$ cat config.mk
export PLATFORM = sky130hd
export DESIGN_NAME = divu_iter
export DESIGN_NICKNAME = d
export VERILOG_FILES = /design/src/rtl/divu_iter_pkg.sv /design/src/rtl/divu_iter_step.sv /design/src/rtl/divu_iter.sv
export SDC_FILE = /design/constraint.sdc
export NUM_CORES = 1
export LEC_CHECK = 0
export CAP_MARGIN = 10
export CORE_MARGIN = 4
export CORE_UTILIZATION = 55
export CTS_BUF_LIST = sky130_fd_sc_hd__clkbuf_16
export CTS_CLUSTER_DIAMETER = 40
export CTS_CLUSTER_SIZE = 40
export DETAILED_ROUTE_END_ITERATION = 10
export PLACE_DENSITY = 0.83
export REMOVE_ABC_BUFFERS = 1
export SLEW_MARGIN = 20
export SYNTH_ARGS = -nofsm -noshare
export SYNTH_HDL_FRONTEND = slang
export SYNTH_SLANG_ARGS = --single-unit
$ cat constraint.sdc
create_clock -name clk -period 3.2 [get_ports clk]
set_input_delay 0.64 -clock clk [delete_from_list [all_inputs] [get_ports clk]]
set_output_delay 0.64 -clock clk [all_outputs]
set_load 0.02 [all_outputs]
$ cat src/rtl/divu_iter_pkg.sv
// Shared widths, divider state encodings and iteration count for the HI/LO datapath.
package divu_iter_pkg;

    localparam int REG_BUS  = 32;
    localparam int DREG_BUS = 64;
    localparam int DIV_ITER = 32;

    typedef enum logic [1:0] {
        DIV_IDLE = 2'd0,
        DIV_RUN  = 2'd1,
        DIV_DONE = 2'd2
    } div_state_e;

endpackage

$ cat src/rtl/divu_iter_step.sv
// One restoring-division step: shift in the next dividend bit, trial-subtract the divisor.
module divu_iter_step #(
    parameter int WIDTH = 32
) (
    input  logic [WIDTH:0]   rem_in,
    input  logic             next_bit,
    input  logic [WIDTH-1:0] divisor,
    output logic [WIDTH:0]   rem_out,
    output logic             q_bit
);

    logic [WIDTH:0] shifted;
    logic [WIDTH:0] trial;

    // Partial remainder is always < divisor, so its top bit is zero and the
    // shift fits in WIDTH+1 bits; trial bit WIDTH is the borrow.
    always_comb begin
        shifted = {rem_in[WIDTH-1:0], next_bit};
        trial   = shifted - {1'b0, divisor};
        if (!trial[WIDTH]) begin
            rem_out = trial;
            q_bit   = 1'b1;
        end else begin
            rem_out = shifted;
            q_bit   = 1'b0;
        end
    end

endmodule

$ cat src/rtl/divu_iter.sv
// Iterative unsigned divider: one quotient bit per clock, start/busy/done handshake.
module divu_iter
    import divu_iter_pkg::*;
#(
    parameter int WIDTH = DIV_ITER
) (
    input  logic             clk,
    input  logic             reset,
    input  logic             start,
    input  logic [WIDTH-1:0] dividend,
    input  logic [WIDTH-1:0] divisor,
    output logic             busy,
    output logic             done,
    output logic [WIDTH-1:0] quotient,
    output logic [WIDTH-1:0] remainder
);

    localparam int CNT_W = $clog2(WIDTH) + 1;

    div_state_e       state, state_nxt;
    logic [CNT_W-1:0] cnt;
    logic [WIDTH-1:0] dvd_sr;   // dividend bits shift out the top, quotient bits shift in the bottom
    logic [WIDTH-1:0] dvs_r;
    logic [WIDTH:0]   prem;
    logic [WIDTH:0]   prem_nxt;
    logic             q_bit;
    logic             last_step;

    divu_iter_step #(.WIDTH(WIDTH)) u_step (
        .rem_in   (prem),
        .next_bit (dvd_sr[WIDTH-1]),
        .divisor  (dvs_r),
        .rem_out  (prem_nxt),
        .q_bit    (q_bit)
    );

    assign last_step = (cnt == CNT_W'(WIDTH - 1));
    assign busy      = (state == DIV_RUN);
    assign done      = (state == DIV_DONE);

    // Next-state: accept only in IDLE, run WIDTH steps, single DONE cycle.
    always_comb begin
        state_nxt = state;
        case (state)
            DIV_IDLE: if (start) state_nxt = DIV_RUN;
            DIV_RUN:  if (last_step) state_nxt = DIV_DONE;
            DIV_DONE: state_nxt = DIV_IDLE;
            default:  state_nxt = DIV_IDLE;
        endcase
    end

    // State register.
    always_ff @(posedge clk or negedge reset) begin
        if (!reset) state <= DIV_IDLE;
        else        state <= state_nxt;
    end

    // Datapath: latch operands on accept, iterate in RUN, publish on the last step.
    always_ff @(posedge clk or negedge reset) begin
        if (!reset) begin
            cnt       <= '0;
            dvd_sr    <= '0;
            dvs_r     <= '0;
            prem      <= '0;
            quotient  <= '0;
            remainder <= '0;
        end else begin
            case (state)
                DIV_IDLE: begin
                    if (start) begin
                        dvd_sr <= dividend;
                        dvs_r  <= divisor;
                        prem   <= '0;
                        cnt    <= '0;
                    end
                end
                DIV_RUN: begin
                    dvd_sr <= {dvd_sr[WIDTH-2:0], q_bit};
                    prem   <= prem_nxt;
                    cnt    <= cnt + CNT_W'(1);
                    if (last_step) begin
                        quotient  <= {dvd_sr[WIDTH-2:0], q_bit};
                        remainder <= prem_nxt[WIDTH-1:0];
                    end
                end
                default: ;
            endcase
        end
    end

endmodule

# Yosys cells after proc, flatten, opt, wreduce, memory -nomap -nowiden
# Cells that the tools add are included.
# Widths: inputs -> output; s select.
# word_totals
register_bits	168
input_bits	67
# op_classes
add_sub_neg	2
n_eq_ne	5
reduce_logical	6
mux	11
# ops
operator	count
$pmux 32 s2	2
$mux 32	3
$sub 33x32->33	1
$pmux 6 s2	1
$reduce_and 2->1	4
$add 6x1->6 const B	1
$eq 6x5->1 const B	1
$mux 6	1
$mux 2	2
$pmux 2 s2	1
$eq 2x1->1 const B	1
$eq 2x2->1 const B	1
$logic_not 2->1	1
$ne 2x1->1 const B	1
$ne 2x2->1 const B	1
$reduce_bool 2->1	1
$mux 1	1

# Depth between registers and ports, before layout
# Gate-level depths: netlist (run 1).
# logic_depth
word_depth	3
mapped_depth	14
depth_no_buf	13

# Cells and area by module
# From an unflattened synthesis (run 1), not the netlist that was laid out.
# unflattened
cells_unflattened	931
hier_area_um2	8923.6
# by_module_without_submodules
module	cells_each	area_each_um2	seq_area_each_um2	n_inst
divu_iter	588	6598.8	4229.1	1
divu_iter_step	343	2324.7	0.0	1

# Least setup slack after synthesis (run 1)
# Ideal clock, no wire load.
# synth_path
path_type	reg-to-reg
start	register dvd_sr[31]
end	register prem[13]
path_buffers	1
t_arrival_ns	2.818
setup_time_ns	0.132
slack_ns	0.250
path_stages_with_launch	15
path_cell_list	dfrtp_1 > inv_1 > ha_1 > inv_1 > fa_1 > a211oi_1 > o21bai_1 > a21oi_2 > o32ai_2 > o21ai_2 > a31oi_4 > xnor2_4 > buf_6 > mux2i_1 > o21ai_1
# synth_via
elab_chain_cells	3
# synth_lines
item	line_no	rtl
start, declared	divu_iter.sv:22	logic [WIDTH-1:0] dvd_sr;
start signal, assigned	divu_iter.sv:71	dvd_sr <= dividend;
start signal, assigned	divu_iter.sv:78	dvd_sr <= {dvd_sr[WIDTH-2:0], q_bit};
$sub 33x32->33	divu_iter_step.sv:19	trial = shifted - {1'b0, divisor};
$mux 32	divu_iter_step.sv:20	if (!trial[WIDTH]) begin
$pmux 32 s2	divu_iter.sv:68	case (state)
end signal, assigned	divu_iter.sv:79	prem <= prem_nxt;
end, declared	divu_iter.sv:24	logic [WIDTH:0] prem;
# Every way passes these cells.
# A chain may end at the register's enable or synchronous reset.

# Worst setup path after layout (run 1)
# layout_path
start	register dvd_sr[31]
end	register prem[23]
# The elaborated chain is that of the path after synthesis.

==> impl_results.md, run 1 <==
* Dominant cell type by area after synthesis: dfrtp_1
* CTS Buf Count at 17
* DR iter-0 viols at 552
* Startpoint Class: flip-flop
* Register-to-Register Path Depth at 15
* Final HPWL DP at 14670 um
* Max-slew headroom at 0.3533
* Congestion Overflow GR at 0
* Die width at 133.4 um
* Area Overhead vs Synth at 27.91%
* Synth top area share at 0.4864
* Share of cells above drive strength 1 at 0.08824
* Final Non-Filler Cells at 1299
* Fin crit share at 0.9743
* FF-to-FF End: prem[23]$_DFFE_PN0P_
* CTS Root Cell: clkbuf_16
* Die ar. at 17780 um^2
* IO Port Bufs at 132
* First-pass GRT wire length at 37170 um
* Worst setup path category: reg2reg
* GP Congestion at 0.8756
* H-tree depth at 4
* Peak per-stage delay on the critical path at 0.41 ns
* Wirelength per Cell at 17.64 um
* Fmax at 0.3207 GHz
* ANT cells at 0
* Die height at 133.4 um
* Hold Path Class: in2async
* TritonCTS clock tree: yes
* Worst Skew at 0.01352 ns
* Worst path cell trace: inv_2 -> ha_4 -> inv_2 -> fa_2 -> a211oi_2 -> o21bai_1 -> a21oi_2 -> o32ai_4 -> o21ai_2 -> a31oi_4 -> xnor2_4 -> buf_12 -> buf_12 -> mux2i_4 -> o21ai_2
* Max Root-Sink Buffers at 2
* Final WL at 22920 um
* Layout Nets at 1176
* Cell area after synthesis at 8643 um^2
* Final hold viol count at 0
* Post-synthesis cell count at 960
* Effective utilization at floorplan at 0.5644
* Core Util, Final at 0.7219
* Final setup fails at 0
* Slew Viols, Final at 0
* Max cap viols at 0
* DRC Markers at 0
* Clock sink total at 168
* Antenna Violating Nets Remaining at 0
* Synth unique cells at 59
* CP Max Fanout at 8
* I/O pin cnt at 133
* Dominant cells by area after synthesis: dfrtp_1 (49%), nand2_1 (9.6%), ha_1 (4.8%)
* Arrival @ worst endpoint at 3.41 ns
* RSZ-0062 raised after global routing: true
* CTS clk-pin slew, worst paths at 0.07 ns
* Slew @ Worst Pin at 0.9690 ns
* Critical Path Start: dvd_sr[31]$_DFFE_PN0P_
* CP Data Required Time at 3.49 ns
* Cells after DPL at 1262
* Most used DFF post-synth: dfrtp_1
* CP max-delay cell: fa_2
* # rows at 45
* Sequential area share after synthesis at 0.4864
* YS warnings at 0
* Post-synth EDFFs at 0
* Largest net degree at the start of global routing at 81
* Worst skew pair latency at 0.43 ns
* R2r startpoint: dvd_sr[31]$_DFFE_PN0P_
* GRT Resource Usage Total at 0.2548
* Status: finished clean
* First-pass DRT Iterations at 5
* Register bit total from synthesis at 168
* Critical Path End Type: flip-flop
* Vias in the first global route at 7662
* Core area at 15310 um^2
* Clock period minus worst slack at 3.118 ns
* Syn_area_per_cell at 9.003 um^2
* Via-to-Cell Ratio at 5.832
* Ys async rst share at 1.000
* Antenna violations before repair at 0
* Vias at 7576
* CP Capture Point: prem[23]$_DFFE_PN0P_
* Slack of the worst reg-to-reg path at 0.08 ns
==> flip-flops by register name (all words and copies together), names as in the netlist <==
register,flops
dvd_sr,32
dvs_r,32
remainder,32
cnt,6
state,2
prem,32
quotient,32
==> timing repair <==
| action | in CTS | in global routing |
|---|---|---|
| buffers inserted | 0 | 3 |
| setup endpoints to repair | 1 | 62 |
| cloned | 0 | 2 |
| hold buffers | 0 | 0 |
| resized for setup | 1 | 31 |
| pin swaps | 0 | 10 |
==> synthesized netlist by cell type (11+ instances only) <==
master / n
nand2_1: 221
dfrtp_1: 168
a21oi_1: 70
o21ai_0: 64
o22ai_1: 63
o21ai_1: 57
clkbuf_1: 48
inv_1: 43
ha_1: 33
mux2i_1: 31
nor2_1: 20
xnor2_1: 18
xor2_1: 11
==> worst max-delay path, delay by kind of cell, from the launching register on <==
family,cells,cell delay [ns]
flip-flops,1,0.39
XOR/XNOR,1,0.20
multiplexers,1,0.30
AO/OA/AOI/OAI,7,1.12
adder cells (fa/ha/maj),2,0.54
buffers and inverters,4,0.43
==> layout by cell type (no fill, tap or decap), types with 5 or more instances in the layout <==
master	synthesis	final
ha_1	33	31
a21o_1	7	7
mux2i_1	31	14
nand3_1	6	6
nand4_1	9	9
a21oi_1	70	70
o22ai_1	63	63
nand2b_1	6	6
o31ai_1	5	5
dfrtp_1	168	168
xnor2_1	18	18
o21ai_1	57	56
buf_4	1	17
nor2_1	20	19
a31oi_1	7	7
o21bai_1	6	6
buf_12	0	6
xor2_1	11	11
o21ai_0	64	63
clkdlybuf4s50_1	0	131
inv_1	43	43
nand2_1	221	219
mux2i_2	0	13
clkbuf_16	0	19
nor2b_1	5	5
==> worst min path at each step <==
stage                                  start                  endpoint  slack (ns)  depth (start not counted)
finish                                 reset     dvs_r[14]$_DFFE_PN0P_        0.26                          1
global route                           reset     dvs_r[13]$_DFFE_PN0P_        0.31                          1
CTS                                    reset     dvs_r[14]$_DFFE_PN0P_        0.28                          1
detailed placement  quotient[17]$_DFFE_PN0P_  quotient[17]$_DFFE_PN0P_        0.46                          2
global placement     quotient[4]$_DFFE_PN0P_   quotient[4]$_DFFE_PN0P_        0.46                          2
floorplan                              reset        cnt[0]$_DFFE_PN0P_        0.34                          0
==> layout make-up <==
cell class	count	area (um^2)
Inverter	45	168.9
Sequential cell	168	4204
Tap cell	211	264.0
Timing Repair Buffer	157	1620
Fill cell	1146	4259
Multi-Input combinational cell	686	4173
Clock inverter	15	200.2
Clock buffer	17	425.4
==> per-layer routing <==
layer,global-route usage,up-vias,share of wire
met5,0,-,0
met4,0.07714,0,0.020
met3,0.07931,50,0.079
met2,0.4207,276,0.49
met1,0.3245,3687,0.41
li1,-,3563,-
==> per-stage QoR <==
| stage | instance area (um^2) | hold slack [ns] | TNS [ns] | setup slack [ns] |
|---|---|---|---|---|
| after CTS | 10830 | 0.2821 | 0 | 0.04959 |
| after global placement | 10200 | 0.4586 | 0 | 0.1830 |
| final | 11060 | 0.2635 | 0 | 0.08218 |
| after global routing | 11060 | 0.3109 | -0.3569 | -0.05880 |
| after floorplan | 8379 | 0.3444 | -149.50 | -2.688 |
| after detailed placement | 10200 | 0.4619 | 0 | 0.04481 |
==> cells by family (layout without fill, tap and decap cells) <==
| family | Yosys count | count (layout) | synth area share |
|---|---|---|---|
| buf+inv | 106 | 234 | 0.05009 |
| compound gates | 308 | 308 | 0.2082 |
| simple gates | 281 | 281 | 0.1338 |
| xor+xnor | 30 | 30 | 0.03257 |
| mux | 33 | 33 | 0.03894 |
| flops | 168 | 168 | 0.4864 |
| fa+ha+maj | 34 | 34 | 0.05009 |
Power of run 1 is left out: the tool's default activity adds up to more than one toggle a clock period on the data nets, which glitch-free logic cannot reach.
==> run 2, diff against run 1 <==
--- a/config.mk
+++ b/config.mk
@@ -5,6 +5,7 @@
 export SDC_FILE = /design/constraint.sdc
 export NUM_CORES = 1
 export LEC_CHECK = 0
+export ABC_CLOCK_PERIOD_IN_PS = 3200
 export CAP_MARGIN = 10
 export CORE_MARGIN = 4
 export CORE_UTILIZATION = 55
==> results of run 2 <==
Final layout, timing and power as in run 1 (identical DEF).
Power of run 2 is left out for the same reason.
==> run 3, diff against run 2 <==
--- a/config.mk
+++ b/config.mk
@@ -5,6 +5,7 @@
 export SDC_FILE = /design/constraint.sdc
 export NUM_CORES = 1
 export LEC_CHECK = 0
+export ABC_AREA = 1
 export ABC_CLOCK_PERIOD_IN_PS = 3200
 export CAP_MARGIN = 10
 export CORE_MARGIN = 4
@@ -13,7 +14,7 @@
 export CTS_CLUSTER_DIAMETER = 40
 export CTS_CLUSTER_SIZE = 40
 export DETAILED_ROUTE_END_ITERATION = 10
-export PLACE_DENSITY = 0.83
+export PLACE_DENSITY = 0.82
 export REMOVE_ABC_BUFFERS = 1
 export SLEW_MARGIN = 20
 export SYNTH_ARGS = -nofsm -noshare
==> run 3 against run 2 <==
Effect of this change:
- hold slack got worse by 0.14 ns
- via count increased by 17%
- flip-flop and latch count unchanged
- non-clock buffer count decreased by 13
- cell area increased by 5.9%
- critical endpoint is now prem[19]$_DFFE_PN0P_
==> impl_results.md, run 3 <==
* Status: finished clean
* ANT cells at 0
* Most frequent cells in the layout: nand2_1 (545), inv_1 (207), dfrtp_1 (168)
* Antenna Violating Nets Remaining at 0
* Max-slew headroom at 0.3656
* IO Port Bufs at 132
* Largest family of logic cells by synthesized area: simple AND/OR/NAND/NOR gates
* YS warnings at 0
* Core area at 16820 um^2
* CTS Buf Count at 17
* Die height at 140.0 um
* Final HPWL DP at 18390 um
* First-pass GRT wire length at 43720 um
* Synth Area in Simple Gates at 0.3173
* CP Data Required Time at 3.52 ns
* Fin crit share at 0.8739
* Final WL at 26040 um
* Final hold viol count at 0
* Final Non-Filler Cells at 1689
* Worst skew pair latency at 0.44 ns
* Cell area after synthesis at 9578 um^2
* Post-synth EDFFs at 0
* Slew Viols, Final at 0
* CP max-delay cell: fa_1
* R2r startpoint: dvd_sr[31]$_DFFE_PN0P_
* Dominant cells by area after synthesis: dfrtp_1 (44%), nand2_1 (21%), inv_1 (8.1%)
* Most frequent cell after synthesis: nand2_1
* Synth unique cells at 36
* RSZ-0062 raised after global routing: false
* Critical Path End Type: flip-flop
* Dpl cell area at 11100 um^2
* Hold Buf Count CTS at 0
* Kind of cell adding the most delay to the critical path: simple AND/OR/NAND/NOR gates
* Synth top area share at 0.4389
* Setup TNS at 0 ns
* Worst Skew at 0.01881 ns
* Hold Path Class: in2async
* Ys async rst share at 1.000
* Worst path cell trace: inv_1 -> ha_1 -> inv_1 -> fa_1 -> nand2_1 -> nand2_1 -> nand3_1 -> nand2_2 -> nand2_1 -> nand2_2 -> nand2_2 -> nand2_2 -> nand2_2 -> buf_4 -> nand3b_1 -> nand3_1 -> nand2_1
* Wirelength per Cell at 15.42 um
* CP Max Fanout at 27
* Fmax at 0.3576 GHz
* Worst setup path category: reg2reg
* DRC Markers at 0
* GRT Resource Usage Total at 0.2725
* Cts repair resizes at 0
* Vias in the first global route at 8820
* Arrival @ worst endpoint at 3.11 ns
* Max Root-Sink Buffers at 2
* Most used DFF post-synth: dfrtp_1
* TritonCTS clock tree: yes
* Synth Area in Adders at 0.04520
* Clock period minus worst slack at 2.796 ns
* Peak per-stage delay on the critical path at 0.43 ns
* Worst path most repeated cell: nand2_2
* # rows at 47
* Congestion Overflow GR at 0
* Effective utilization at floorplan at 0.5695
* First-pass DRT Iterations at 7
* Startpoint Class: flip-flop
* GP Congestion at 0.9232
* Cells after DPL at 1657
* Largest net degree at the start of global routing at 97
* Clock sink total at 168
* Design Area, Final at 11710 um^2
* Die ar. at 19590 um^2
* Sequential area share after synthesis at 0.4389
* Slew @ Worst Pin at 0.9516 ns
* Commonest non-fill, non-tap cell in the layout: nand2_1
* Syn_area_per_cell at 7.158 um^2
* H-tree depth at 4
* Register bit total from synthesis at 168
* Post-synth top cells: nand2_1 (546), inv_1 (206), dfrtp_1 (168)
* Vias at 8834
* I/O pin cnt at 133
* Dominant cell type by area after synthesis: dfrtp_1
* Post-synthesis xor/xnor area fraction at 0.01372
* Critical path buffers and inverters at 3
* Share of cells above drive strength 1 at 0.04493
* Critical Path Start: dvd_sr[31]$_DFFE_PN0P_
* Setup bufs post-CTS at 0
* Die width at 140.0 um
* Max cap viols at 0
* CTS Root Cell: clkbuf_16
* CTS clk-pin slew, worst paths at 0.08 ns
* Post-synthesis compound-gate area fraction at 0.07956
* Post-synthesis cell count at 1338
* Layout Nets at 1557
* Final setup fails at 0
* Post-synthesis mux area share at 0
* Area Overhead vs Synth at 22.26%
* Hold_ws at 0.1221 ns
* Via-to-Cell Ratio at 5.230
* DR iter-0 viols at 563
* Antenna violations before repair at 0
-- run 3: changes by cell type in the layout (fill, tap and decap cells not counted), moves of 13 or more --
cell,change
o221ai_1,+28
nand3b_1,+23
nand3_1,+83
a21oi_1,-50
o21ai_1,-55
nor2_1,+25
mux2i_2,-13
nand2_1,+326
o22ai_1,-62
inv_1,+164
mux2i_1,-14
-- run 3: cell type report --
type / instances / area (um^2)
clock inverter: 15 / 188.9
timing repair buffer: 144 / 1438
clock buffer: 17 / 425.4
sequential: 168 / 4204
tap: 220 / 275.3
fill: 1452 / 5109
inverter: 216 / 810.8
multi-input combinational: 909 / 4368
-- run 3: cells by family after synthesis --
| logic type | count (synthesis) |
|---|---|
| AO/OA/AOI/OAI | 126 |
| XOR/XNOR | 15 |
| adder cells (fa/ha/maj) | 34 |
| buffers and inverters | 261 |
| flip-flops | 168 |
| AND/OR/NAND/NOR | 734 |
-- run 3: final timing paths --
check                      slack, ns  depth (start not counted)                   endpoint
max                             0.40                         17       prem[19]$_DFFE_PN0P_
min                             0.12                          1   quotient[31]$_DFFE_PN0P_
max reg2reg                     0.40                         17       prem[19]$_DFFE_PN0P_
min reg2reg                     0.48                          2  remainder[14]$_DFFE_PN0P_
max in group asynchronous       2.31                          2   quotient[22]$_DFFE_PN0P_
min in group clk                0.48                          2  remainder[14]$_DFFE_PN0P_
-- run 3: per-layer routing --
metal / part of all wire / global-route usage
met3: 0.053 / 0.04703
met2: 0.47 / 0.4510
met1: 0.46 / 0.3770
met5: 0 / 0
met4: 0.019 / 0.06782
-- run 3: per-stage QoR --
step,worst slack (ns),util
finish,0.4035,0.6963
CTS,0.4032,0.6963
floorplan,-2.021,-
global placement,0.5722,0.6597
detailed placement,0.4412,0.6597
global route,0.1395,0.6963
Power of run 3 is left out for the same reason.
